==> config.mk <==
export PLATFORM = sky130hd
export DESIGN_NAME = vga_sync_receiver
export DESIGN_NICKNAME = d
export VERILOG_FILES = /design/src/rtl/vga_sync_receiver.sv
export SDC_FILE = /design/constraint.sdc
export NUM_CORES = 1
export LEC_CHECK = 0
export BUFFER_PORTS_ARGS = -buffer_cell sky130_fd_sc_hd__buf_2
export CELL_PAD_IN_SITES_DETAIL_PLACEMENT = 1
export CELL_PAD_IN_SITES_GLOBAL_PLACEMENT = 2
export CORE_MARGIN = 2
export CORE_UTILIZATION = 40
export CTS_CLUSTER_DIAMETER = 150
export DETAILED_ROUTE_END_ITERATION = 12
export PLACE_DENSITY_LB_ADDON = 0.1
export SLEW_MARGIN = 20
export SYNTH_ARGS = -nofsm -noshare
export SYNTH_HDL_FRONTEND = slang
export SYNTH_SLANG_ARGS = --single-unit
==> constraint.sdc <==
create_clock -name i_Clk -period 6.3 [get_ports i_Clk]
set_input_delay 0.315 -clock i_Clk [delete_from_list [all_inputs] [get_ports i_Clk]]
set_output_delay 0.315 -clock i_Clk [all_outputs]
set_load 0.005 [all_outputs]
==> src/rtl/vga_sync_receiver.sv <==
// vga_sync_receiver: regenerates col/row counts from HSync/VSync, checks timing, locks and checksums frames
module vga_sync_receiver #(
  parameter int VIDEO_WIDTH = 3,
  parameter int TOTAL_COLS  = 800,
  parameter int TOTAL_ROWS  = 525,
  parameter int ACTIVE_COLS = 640,
  parameter int ACTIVE_ROWS = 480,
  parameter int LOCK_FRAMES = 2,
  parameter int COUNT_WIDTH = 10
) (
  input  logic                   i_Clk,
  input  logic                   i_Rst_L,
  input  logic                   i_HSync,
  input  logic                   i_VSync,
  input  logic [VIDEO_WIDTH-1:0] i_Red_Video,
  input  logic [VIDEO_WIDTH-1:0] i_Grn_Video,
  input  logic [VIDEO_WIDTH-1:0] i_Blu_Video,
  output logic [COUNT_WIDTH-1:0] o_Col_Count,
  output logic [COUNT_WIDTH-1:0] o_Row_Count,
  output logic                   o_Active_Video,
  output logic [VIDEO_WIDTH-1:0] o_Red_Video,
  output logic [VIDEO_WIDTH-1:0] o_Grn_Video,
  output logic [VIDEO_WIDTH-1:0] o_Blu_Video,
  output logic                   o_Locked,
  output logic                   o_Frame_Valid,
  output logic [15:0]            o_Frame_Checksum,
  output logic                   o_Frame_Error
);
  localparam int CW = COUNT_WIDTH;
  localparam int MAXC = 2**CW - 1;
  localparam int OVR = (2*TOTAL_COLS > MAXC) ? MAXC : 2*TOTAL_COLS;
  localparam logic [CW-1:0] C_MAX = '1;
  localparam logic [CW-1:0] ONE = CW'(1);
  localparam logic [CW-1:0] OVR_M1 = CW'(OVR-1);
  localparam logic [CW-1:0] TC_M1 = CW'(TOTAL_COLS-1);
  localparam logic [CW-1:0] TR_M1 = CW'(TOTAL_ROWS-1);
  localparam logic [CW-1:0] AC = CW'(ACTIVE_COLS);
  localparam logic [CW-1:0] AR = CW'(ACTIVE_ROWS);
  localparam logic [3:0] LF = 4'(LOCK_FRAMES);
  logic hs_prev, vs_prev, seen_ls, seen_fs, frame_bad;
  logic [CW-1:0] act_col, act_row;
  logic [3:0] good_cnt;
  logic [15:0] acc;
  logic ls, fs, line_ok, frame_ok, overrun, pix_on;
  logic [15:0] pix_add;
  logic [3:0] good_nxt;
  assign ls = i_HSync & ~hs_prev;
  assign fs = i_VSync & ~vs_prev;
  assign line_ok = ls && o_Col_Count == TC_M1 && act_col == AC;
  assign frame_ok = !frame_bad && line_ok && o_Row_Count == TR_M1 && act_row == AR;
  assign overrun = !ls && o_Col_Count == OVR_M1;
  assign pix_on = i_HSync & i_VSync;
  assign pix_add = pix_on ? 16'(i_Red_Video) + 16'(i_Grn_Video) + 16'(i_Blu_Video) : 16'd0;
  assign good_nxt = (good_cnt == LF) ? LF : good_cnt + 4'd1;
  // position counters, edge history and one-clock video pipeline
  always_ff @(posedge i_Clk or negedge i_Rst_L) begin
    if (!i_Rst_L) begin
      hs_prev <= 1'b0;
      vs_prev <= 1'b0;
      seen_ls <= 1'b0;
      o_Col_Count <= '0;
      o_Row_Count <= '0;
      act_col <= '0;
      act_row <= '0;
      o_Active_Video <= 1'b0;
      o_Red_Video <= '0;
      o_Grn_Video <= '0;
      o_Blu_Video <= '0;
    end else begin
      hs_prev <= i_HSync;
      vs_prev <= i_VSync;
      seen_ls <= seen_ls | ls;
      o_Col_Count <= ls ? '0 : (o_Col_Count == C_MAX ? o_Col_Count : o_Col_Count + ONE);
      o_Row_Count <= fs ? '0 : (ls && o_Row_Count != C_MAX ? o_Row_Count + ONE : o_Row_Count);
      act_col <= ls ? CW'(i_HSync) : (i_HSync ? act_col + ONE : act_col);
      act_row <= fs ? ONE : (ls && i_VSync ? act_row + ONE : act_row);
      o_Active_Video <= pix_on;
      o_Red_Video <= i_Red_Video;
      o_Grn_Video <= i_Grn_Video;
      o_Blu_Video <= i_Blu_Video;
    end
  end
  // line/frame checks, lock tracking and per-frame checksum
  always_ff @(posedge i_Clk or negedge i_Rst_L) begin
    if (!i_Rst_L) begin
      seen_fs <= 1'b0;
      frame_bad <= 1'b0;
      good_cnt <= '0;
      acc <= '0;
      o_Locked <= 1'b0;
      o_Frame_Valid <= 1'b0;
      o_Frame_Error <= 1'b0;
      o_Frame_Checksum <= '0;
    end else begin
      o_Frame_Valid <= 1'b0;
      o_Frame_Error <= 1'b0;
      acc <= (fs ? 16'd0 : acc) + pix_add;
      if (ls && !fs && seen_ls && !line_ok) frame_bad <= 1'b1;
      if (fs) begin
        seen_fs <= 1'b1;
        frame_bad <= 1'b0;
        if (seen_fs) begin
          o_Frame_Checksum <= acc;
          o_Frame_Valid <= 1'b1;
          o_Frame_Error <= !frame_ok;
          good_cnt <= frame_ok ? good_nxt : 4'd0;
          o_Locked <= frame_ok && good_nxt == LF;
        end
      end
      if (overrun) begin
        frame_bad <= 1'b1;
        o_Locked <= 1'b0;
      end
    end
  end
endmodule

==> reports/qor.csv <==
stage,metric,value,unit
run_status,status,"finished, final reports clean",
placement,post-DP HPWL,8.140,mm
floorplan,die width,113.8,um
setup_path,path type of the worst setup path,primary input to flip-flop,
final_layout,post-route cell area,5579,um2
timing,Tightest Pin Transition,0.9179,ns
power,cell area power density,271.9,nW/um2
clock_tree,Clock Path Buffers,2,
setup_path,FF-to-FF Start,vs_prev,
clock_tree,H-tree depth,3,
clock_tree,CTS buffer count,9,
clock_tree,CTS tree,done,
setup_path,CP Max Fanout,10,
placement,post-placement worst setup slack,2.886,ns
timing,crit share post-route,0.4819,
floorplan,DIE HEIGHT,113.8,um
setup_path,WP data required,6.57,ns
timing,Worst slew margin,0.3881,
route,vias,3751,
setup_path,Worst path max stage delay,0.54,ns
yosys,syn_area_per_cell,10.62,um2
clock_tree,clock sinks,94,
timing,Finish-stage setup viols,0,
setup_path,Critical Path Source,i_Red_Video[1],
floorplan,initial core utilization,0.4048,
yosys,top_reg_cell synth,dfrtp_1,
route,wire length per cell,17.47,um
route,Antenna Violating Nets Remaining,0,
job,Max Cap Viol,0,
yosys,Cells after Synth,454,
clock_tree,clk_lat worst skew,0.35,ns
yosys,"Net Count, Synth",489,
clock_tree,post-CTS setup buffer count,0,
route,Vias/cell,5.649,
yosys,Synth warnings,0,
clock_tree,"CTS clk-pin slew, worst paths",0.06,ns
yosys,"Seq/Total Area, Yosys",0.4878,
placement,placed instance area,5269,um2
final_layout,layout cell share with drive strength beyond 1,0.1760,
yosys,ranking of synthesized cells by area,"dfrtp_1 49%, ha_1 4.4%, mux2_1 3.3%",
clock_tree,root buf cell,clkbuf_16,
route,DR iter-0 viols,191,
timing,Tmin final,3.036,ns
global_routing,GRT Resource Usage Total,0.1927,
placement,GPL Wtd Cong,0.7305,
route,"wirelength, routed",11.60,mm
yosys,top cell type's share of synthesized area,0.4878,
timing,final setup TNS,0,ns
clock_tree,post-cts resize count,0,
floorplan,die area,12950,um2
power,Leakage Power,2.682,nW
timing,Setup WS post-layout,3.264,ns
timing,final max-slew violation count,0,
setup_path,Crit path max-delay family,adder cells,
yosys,Yosys cell types,64,
setup_path,Setup crit end kind,flip-flop,
timing,Fin. Hold Viols,0,
yosys,cell area after synthesis,4822,um2
floorplan,core footprint,11910,um2
global_routing,first-pass GRT wire length,19.51,mm
placement,port bufs,61,
yosys,leading area contributor after synthesis,dfrtp_1,
timing,RSZ-0062 raised after global routing,no,
global_routing,initial antenna violation count,0,
yosys,register bit total from synthesis,94,
final_layout,ant diodes,0,
timing,clk_skew,0.007563,ns
setup_path,CP Data Arrival Time,3.31,ns
yosys,fraction of registers with async set/reset,1.000,
final_layout,Area growth syn-to-layout,15.70,%
floorplan,I/O pins,62,
final_layout,nets@finish,547,
route,drt drc,0,
worst_hold_path,worst hold start,i_Grn_Video[2],
global_routing,largest net degree at the start of global routing,72,
setup_path,CP Buf/Inv Count,3,
global_routing,grt ovf,0,
setup_path,Critical Path Start Type,primary input,
yosys,Post-synth EDFFs,0,
route,TritonRoute pass-1 iters,4,
power,VDD IR max,0.0001377,V
timing,Highest Clock Rate,0.3294,GHz
worst_hold_path,Tightest Hold Check Type,primary input to flip-flop,
setup_path,Slowest cell on crit path,fa_1,
global_routing,vias in the first global route,3845,
floorplan,row cnt,40,
setup_path,crit-path cells,buf_2 > inv_1 > fa_1 > inv_1 > ha_1 > fa_1 > and3_1 > ha_1 > a211o_1 > a21oi_1 > o21ai_0 > a21oi_1,
## report_power, final
group          internal, mW  switching [mW]
clock network         0.317           0.236
registers             0.662          0.0551
logic                 0.108           0.139
total                  1.09           0.430
## stage by stage
step	util	power, mW	hold WS [ns]	std cells
floorplan	-	0.8727	0.01941	454
global placement	0.4423	0.9665	0.2402	647
detailed placement	0.4423	0.9802	0.2488	647
CTS	0.4684	1.544	0.07118	664
global route	0.4684	1.604	0.07591	664
finish	0.4684	1.517	0.08610	664
## routing by layer
layer	track usage	vias up	wire, um
li1	-	1768	-
met1	0.2382	1914	5049
met2	0.3325	51	5932
met3	0.03719	18	362
met4	0.07805	0	257
met5	0	-	0
## synth_stat cells (6+ instances only)
master	count
clkbuf_1	15
a31oi_1	8
nor3_1	6
ha_1	17
nand2_1	22
nand4_1	13
nand3_1	19
inv_1	30
mux2_1	14
nor2_1	25
nand2b_1	9
and2_1	9
dfrtp_1	94
xnor2_1	13
and3_1	10
o21ai_0	15
a211oi_1	7
a21oi_1	21
and4_1	7
or3_1	12
o21ai_1	7
## sequential cells by signal, indices dropped and copies added, names as in the netlist
register and cells:
o_Red_Video 3, seen_ls 1, act_row 10, o_Row_Count 10, frame_bad 1, act_col 10
o_Locked 1, o_Grn_Video 3, seen_fs 1, o_Blu_Video 3, o_Col_Count 10, good_cnt 4
o_Frame_Valid 1, o_Frame_Error 1, hs_prev 1, vs_prev 1, acc 16, o_Active_Video 1
o_Frame_Checksum 16
## worst paths after layout
path | cells past startpoint | slack [ns] | to
min reg2reg | 1 | 0.47 | o_Frame_Checksum[0]
min in group asynchronous | 2 | 0.40 | o_Col_Count[3]
max | 12 | 3.26 | acc[12]
max in group asynchronous | 3 | 4.68 | o_Grn_Video[2]
max reg2reg | 8 | 3.48 | acc[12]
min | 1 | 0.09 | o_Grn_Video[2]
## layout make-up
cell class                 count  area, um2
clock inverter                 6      61.31
multi-input combinational    310       2278
sequential                    94       2352
clock buffer                  10      239.0
inverter                      31      116.4
fill                        1358       6332
tap                          147      183.9
timing repair buffer          66      347.8
## cells by family after synthesis
logic type,count (synthesis),synth area share
AOI/OAI and AO/OA,94,0.1373
xor gates and xnor gates,18,0.03269
adders and majority gates,22,0.06487
buffers and inverters,50,0.03970
DFF,94,0.4878
muxes,20,0.04541
and+or+nand+nor,156,0.1923
## cell usage in the layout (no fill, tap or decap), drive strengths merged, types with 7 or more instances in the layout
| cell type | count |
|---|---|
| a21oi | 21 |
| o21ai | 22 |
| nand2 | 22 |
| nand2b | 9 |
| nor3 | 7 |
| dfrtp | 94 |
| mux2 | 15 |
| and2 | 9 |
| or3 | 12 |
| nor2 | 25 |
| nand3 | 19 |
| a211oi | 7 |
| ha | 17 |
| nand4 | 14 |
| clkbuf | 10 |
| inv | 30 |
| xnor2 | 13 |
| a31oi | 8 |
| and3 | 10 |
| and4 | 7 |
| buf | 65 |
## repair_timing
item | 4_1_cts | 5_1_grt
endpoints found under the setup margin | 0 | 0
hold endpoints to repair | 23 | 0
hold buffers | 1 | 0
Note: power is estimated with default switching activity, not from simulation.
